<file path="src/rtl/mac_result_serializer.sv">
// Serializes a captured param_M x param_N result matrix into a valid/ready element stream.
// Optional MAC_SER_COLMAJOR_EN switches emission from row-major to column-major order.
module mac_result_serializer #(
    parameter int param_M          = 4,
    parameter int param_N          = 4,
    parameter int DATA_WIDTH_FINAL = 16
) (
    input  logic                                          clk,
    input  logic                                          rst,
    input  logic                                          host2block_val,
    output logic                                          host2block_rdy,
    input  logic [param_M*param_N*DATA_WIDTH_FINAL-1:0]   c_data_in,
    output logic                                          out_val,
    input  logic                                          out_rdy,
    output logic [DATA_WIDTH_FINAL-1:0]                   out_data,
    output logic [$clog2(param_M*param_N)-1:0]            out_idx,
    output logic                                          out_last,
    output logic [7:0]                                    frame_cnt
);

    localparam int NUM_EL = param_M * param_N;
    localparam int IDX_W  = $clog2(NUM_EL);
    localparam logic [IDX_W-1:0] K_LAST = IDX_W'(NUM_EL - 1);

    localparam logic [0:0] ST_IDLE   = 1'b0;
    localparam logic [0:0] ST_STREAM = 1'b1;

    logic [0:0]                  state_q, state_d;
    logic [IDX_W-1:0]            k_q, k_d;
    logic [7:0]                  frame_cnt_q, frame_cnt_d;
    logic [DATA_WIDTH_FINAL-1:0] buf_q [NUM_EL];

    logic             streaming;
    logic             capture;
    logic             at_last;
    logic [IDX_W-1:0] elem_idx;

    assign streaming = (state_q == ST_STREAM);
    assign capture   = (state_q == ST_IDLE) && host2block_val;
    assign at_last   = (k_q == K_LAST);

`ifdef MAC_SER_COLMAJOR_EN
    int unsigned k_int;
    always_comb begin
        k_int    = 32'(k_q);
        elem_idx = IDX_W'((k_int % param_M) * param_N + (k_int / param_M));
    end
`else
    assign elem_idx = k_q;
`endif

    always_comb begin
        state_d     = state_q;
        k_d         = k_q;
        frame_cnt_d = frame_cnt_q;
        case (state_q)
            ST_IDLE: begin
                if (host2block_val) begin
                    state_d = ST_STREAM;
                    k_d     = '0;
                end
            end
            ST_STREAM: begin
                if (out_rdy) begin
                    if (at_last) begin
                        state_d     = ST_IDLE;
                        k_d         = '0;
                        frame_cnt_d = frame_cnt_q + 8'd1;
                    end else begin
                        k_d = k_q + 1'b1;
                    end
                end
            end
            default: begin
                state_d = ST_IDLE;
                k_d     = '0;
            end
        endcase
    end

    always_ff @(posedge clk) begin
        if (rst) begin
            state_q     <= ST_IDLE;
            k_q         <= '0;
            frame_cnt_q <= '0;
        end else begin
            state_q     <= state_d;
            k_q         <= k_d;
            frame_cnt_q <= frame_cnt_d;
        end
    end

    // Buffer content is irrelevant outside STREAM, so it carries no reset.
    always_ff @(posedge clk) begin
        if (capture && !rst) begin
            for (int i = 0; i < NUM_EL; i++) begin
                buf_q[i] <= c_data_in[i*DATA_WIDTH_FINAL +: DATA_WIDTH_FINAL];
            end
        end
    end

    assign host2block_rdy = !streaming;
    assign out_val        = streaming;
    assign out_data       = streaming ? buf_q[elem_idx] : '0;
    assign out_idx        = streaming ? elem_idx : '0;
    assign out_last       = streaming && at_last;
    assign frame_cnt      = frame_cnt_q;

endmodule
</file>
<file path="config.mk">
export PLATFORM = sky130hd
export DESIGN_NAME = mac_result_serializer
export DESIGN_NICKNAME = d
export VERILOG_FILES = /design/src/rtl/mac_result_serializer.sv
export SDC_FILE = /design/constraint.sdc
export NUM_CORES = 1
export LEC_CHECK = 0
export ABC_AREA = 1
export CORE_ASPECT_RATIO = 0.8
export CORE_MARGIN = 1.5
export CORE_UTILIZATION = 57
export CTS_CLUSTER_DIAMETER = 200
export DETAILED_ROUTE_END_ITERATION = 10
export DONT_BUFFER_PORTS = 1
export GPL_ROUTABILITY_DRIVEN = 0
export PLACE_DENSITY = 0.75
export SLEW_MARGIN = 0
export SYNTH_ARGS = -nofsm -noshare
export SYNTH_HDL_FRONTEND = slang
export SYNTH_SLANG_ARGS = --single-unit
</file>
<file path="constraint.sdc">
create_clock -name clk -period 15.59 [get_ports clk]
set_clock_uncertainty 0.15 [all_clocks]
set_input_delay 3.118 -clock clk [delete_from_list [all_inputs] [get_ports clk]]
set_output_delay 3.118 -clock clk [all_outputs]
set_load 0.01 [all_outputs]
</file>
==> flow_metrics.tcl <==
set metrics [dict create \
    worst_hold_path.num_cells 2 \
    drt-pass1-iter-count 5 \
    insertion_delay_ns 0.53 \
    proportion_of_register_bits_with_asynchronous_set_or_reset_after_synthesis_pct 0 \
    setup-tns-final_ns 0 \
    cts_root_buffer "sky130_fd_sc_hd__clkbuf_16" \
    route.detailed.drc 0 \
    grt_use_total_pct 26.2 \
    post-place-ws_ns 9.60 \
    cpMostUsedCell "sky130_fd_sc_hd__nand2_1" \
    ctsHtreeMaxLevel 1 \
    worst-path-buf-inv 2 \
    cts_tree "built" \
    timing.hold.ws_ns 0.351 \
    swShare_pct 21.7 \
    ctsLongestPathBuffers 3 \
    area.growth.synth_to_final_pct 8.58 \
    seq_area_frac_synth_pct 69.8 \
    detailed_route_iter0_violations 784 \
    regToRegSetupSlack_ns 12.34 \
    timing.critical_path.cells "inv_4 -> buf_4 -> nand2_1 -> nand2_1 -> nand2_1 -> nand3_1 -> nand3_1 -> a21oi_1" \
    post_synth.cell_area_avg_um2 10.5 \
    antenna_left 0 \
    data_arrival_time_at_the_worst_slack_endpoint_ns 3.30 \
    power.static_leakage_nw 5.12 \
    setup-violations-final 0 \
    slowest_stage "sky130_fd_sc_hd__buf_4" \
    max_stage_delay_ns 0.84 \
    worst_r2r_path_depth 5 \
    synth_enable_flop_cells 256 \
    post_route_cells_drive_above_1_share_pct 4.45 \
    place.detailed.hpwl_um 18800 \
    route.detailed.wl_per_inst_um 20.8 \
    std_cell_rows 46 \
    fillerInstances 1581 \
    final_min_period_over_clock_period_pct 42.1 \
    ys_top_cells_by_area "sky130_fd_sc_hd__edfxtp_1, sky130_fd_sc_hd__nand2_1, sky130_fd_sc_hd__nand3_1, sky130_fd_sc_hd__inv_1, sky130_fd_sc_hd__dfxtp_1" \
    maxClockFrequency_mhz 152 \
    worst_slew_margin_relative_to_its_limit_pct 15.6 \
    design.portCount 291 \
    cts_setup_buffers 0 \
    holdCritStartpoint "elem_idx[3]" \
    synth_top_cell_by_area "sky130_fd_sc_hd__edfxtp_1" \
    grt.overflow.total 0 \
    p_sw_mw 0.330 \
    critical_path_capture_point_type "primary output" \
    regToRegEndpoint "buf_q[7][1]" \
    syn-num-nets 1360 \
    fp.dieW_um 162 \
    route.final.wire_length_um 28600 \
    power.share.sequential_pct 55.5 \
    number_of_standard_cells_after_synthesis 1098 \
    seqCellArea_um2 8030 \
    initial_utilization_pct 58.1 \
    die_y_um 130 \
    cts_buffers 27 \
    cap_viol_max_count 0 \
    holdBufCountCts 0 \
    power_report.internal_total_mw 1.19 \
    p_comb_share_pct 5.0 \
    rsz_0062_raised_after_global_routing "no" \
    cts_repair_resize_count 0 \
    synth.distinct_cells 24 \
    first_global_vias 6854 \
    power.ir.vdd_worst_v 0.000110 \
    place.port_buffers 0 \
    hp-class "flip-flop to flip-flop" \
    critical_path.max_fanout 97 \
    period_needed_ns 6.57 \
    final-instance-count-excl-fill 1377 \
    power.density_cell_area_nw_per_um2 122 \
    synth.most_common_cell "sky130_fd_sc_hd__nand2_1" \
    synth_seq_cells 273 \
    startpoint_type "flip-flop" \
    timing_hold_violations_final 0 \
    cp.required_ns 12.32 \
    pwr-share-clk_pct 39.5 \
    placeableCoreArea_um2 19800 \
    drv_slew 0 \
    yosys.area.top_type_share_pct 66.9 \
    worst_setup_hold_path_clk_slew_ns 0.06 \
    multi_input_area_um2 2660 \
    setup_slack_ns 9.02 \
    dpl.cell_count 1315 \
    cts_sinks 273 \
    die_area_um2 21000 \
    synth.cells.most_frequent "sky130_fd_sc_hd__nand2_1, sky130_fd_sc_hd__edfxtp_1, sky130_fd_sc_hd__nand3_1" \
    maximum_number_of_pins_on_one_net_before_global_route_repair 182 \
    outcome "finished clean" \
    synthFlopType "sky130_fd_sc_hd__edfxtp_1" \
    route.detailed.vias_per_inst 5.39 \
    crit_family "buffers and inverters" \
    grt_first_pass_wirelength_um 40300 \
    timing_worst_setup_path_type "flip-flop to primary output" \
    worst_r2r_startpoint "out_val" \
    power_mw 1.52 \
    final_net_count 1342 \
    antenna_violations_before_repair 14 \
    worstMarginPinSlew_ns 1.26 \
    vias 7423 \
    yosys_warnings 0 \
    netlist_area_um2 11500 \
]
cell type report:
type	instances	share of cell area, %
sequential	273	64.4
multi-input combinational	623	21.3
clock buffer	47	6.26
inverter	149	4.50
tap	264	2.65
timing repair buffer	6	0.461
antenna	12	0.241
clock inverter	3	0.201
metal layers:
metal | up-vias | track usage (%) | routed length [µm]
li1 | 3559 | - | -
met1 | 3458 | 33.2 | 11200
met2 | 362 | 43.8 | 13800
met3 | 38 | 9.12 | 3050
met4 | 6 | 6.53 | 512
met5 | - | 0 | 36
worst max path at each step:
stage               cells past startpoint     endpoint  slack, ns
floorplan                               2  buf_q[0][0]       0.63
global placement                        8  out_data[8]       9.62
detailed placement                      8  out_data[5]       9.60
CTS                                     8  out_data[5]       9.04
global route                            8  out_data[0]       8.81
finish                                  8  out_data[8]       9.02
power groups by stage:
stage	clock, mW	combinational, mW	sequential, mW
detailed placement	0	0.0755	0.860
global placement	0	0.0746	0.859
floorplan	0	0.0605	0.866
finish	0.602	0.0764	0.845
CTS	0.608	0.0762	0.845
global route	0.632	0.0857	0.847
flip-flops by register name, indices dropped and copies added (netlist names), named ones only:
register / count
buf_q: 256
out_val: 1
elem_idx: 4
frame_cnt: 8
worst min-delay path: stages (launching register included):
cell and delay [ns]:
sky130_fd_sc_hd__dfxtp_1 0.32, sky130_fd_sc_hd__nand2_1 0.07, sky130_fd_sc_hd__a21oi_1 0.07
layout by cell type, fill, tap and decap left out, types with 2 or more instances in the layout:
| cell | Yosys | routed |
|---|---|---|
| sky130_fd_sc_hd__nor2_1 | 13 | 12 |
| sky130_fd_sc_hd__xor2_1 | 2 | 2 |
| sky130_fd_sc_hd__inv_1 | 146 | 145 |
| sky130_fd_sc_hd__nand3_1 | 164 | 164 |
| sky130_fd_sc_hd__clkbuf_16 | 0 | 27 |
| sky130_fd_sc_hd__diode_2 | 0 | 12 |
| sky130_fd_sc_hd__inv_2 | 2 | 2 |
| sky130_fd_sc_hd__edfxtp_1 | 256 | 256 |
| sky130_fd_sc_hd__a21oi_1 | 23 | 23 |
| sky130_fd_sc_hd__buf_4 | 3 | 5 |
| sky130_fd_sc_hd__nor2_4 | 1 | 2 |
| sky130_fd_sc_hd__nand2_1 | 407 | 407 |
| sky130_fd_sc_hd__o21ai_0 | 4 | 4 |
| sky130_fd_sc_hd__inv_6 | 0 | 2 |
| sky130_fd_sc_hd__clkbuf_1 | 9 | 17 |
| sky130_fd_sc_hd__clkbuf_8 | 0 | 3 |
| sky130_fd_sc_hd__dfxtp_1 | 17 | 15 |
| sky130_fd_sc_hd__ha_1 | 2 | 2 |
per-stage QoR:
step	utilization [%]	instance area (µm²)
2_1_floorplan	-	11500
3_3_place_gp	58.8	11600
3_5_place_dp	58.8	11600
4_1_cts	62.9	12500
5_1_grt	63.0	12500
6_report	63.0	12500
cells by family after synthesis:
family,Yosys count,synth area share (%)
flip-flops,273,69.8
AND/OR/NAND/NOR,589,21.3
AO/OA/AOI/OAI,29,1.31
buffers and inverters,202,7.06
XOR/XNOR,3,0.229
adder cells (fa/ha/maj),2,0.218
No activity file was read; power rests on OpenSTA's default activity.
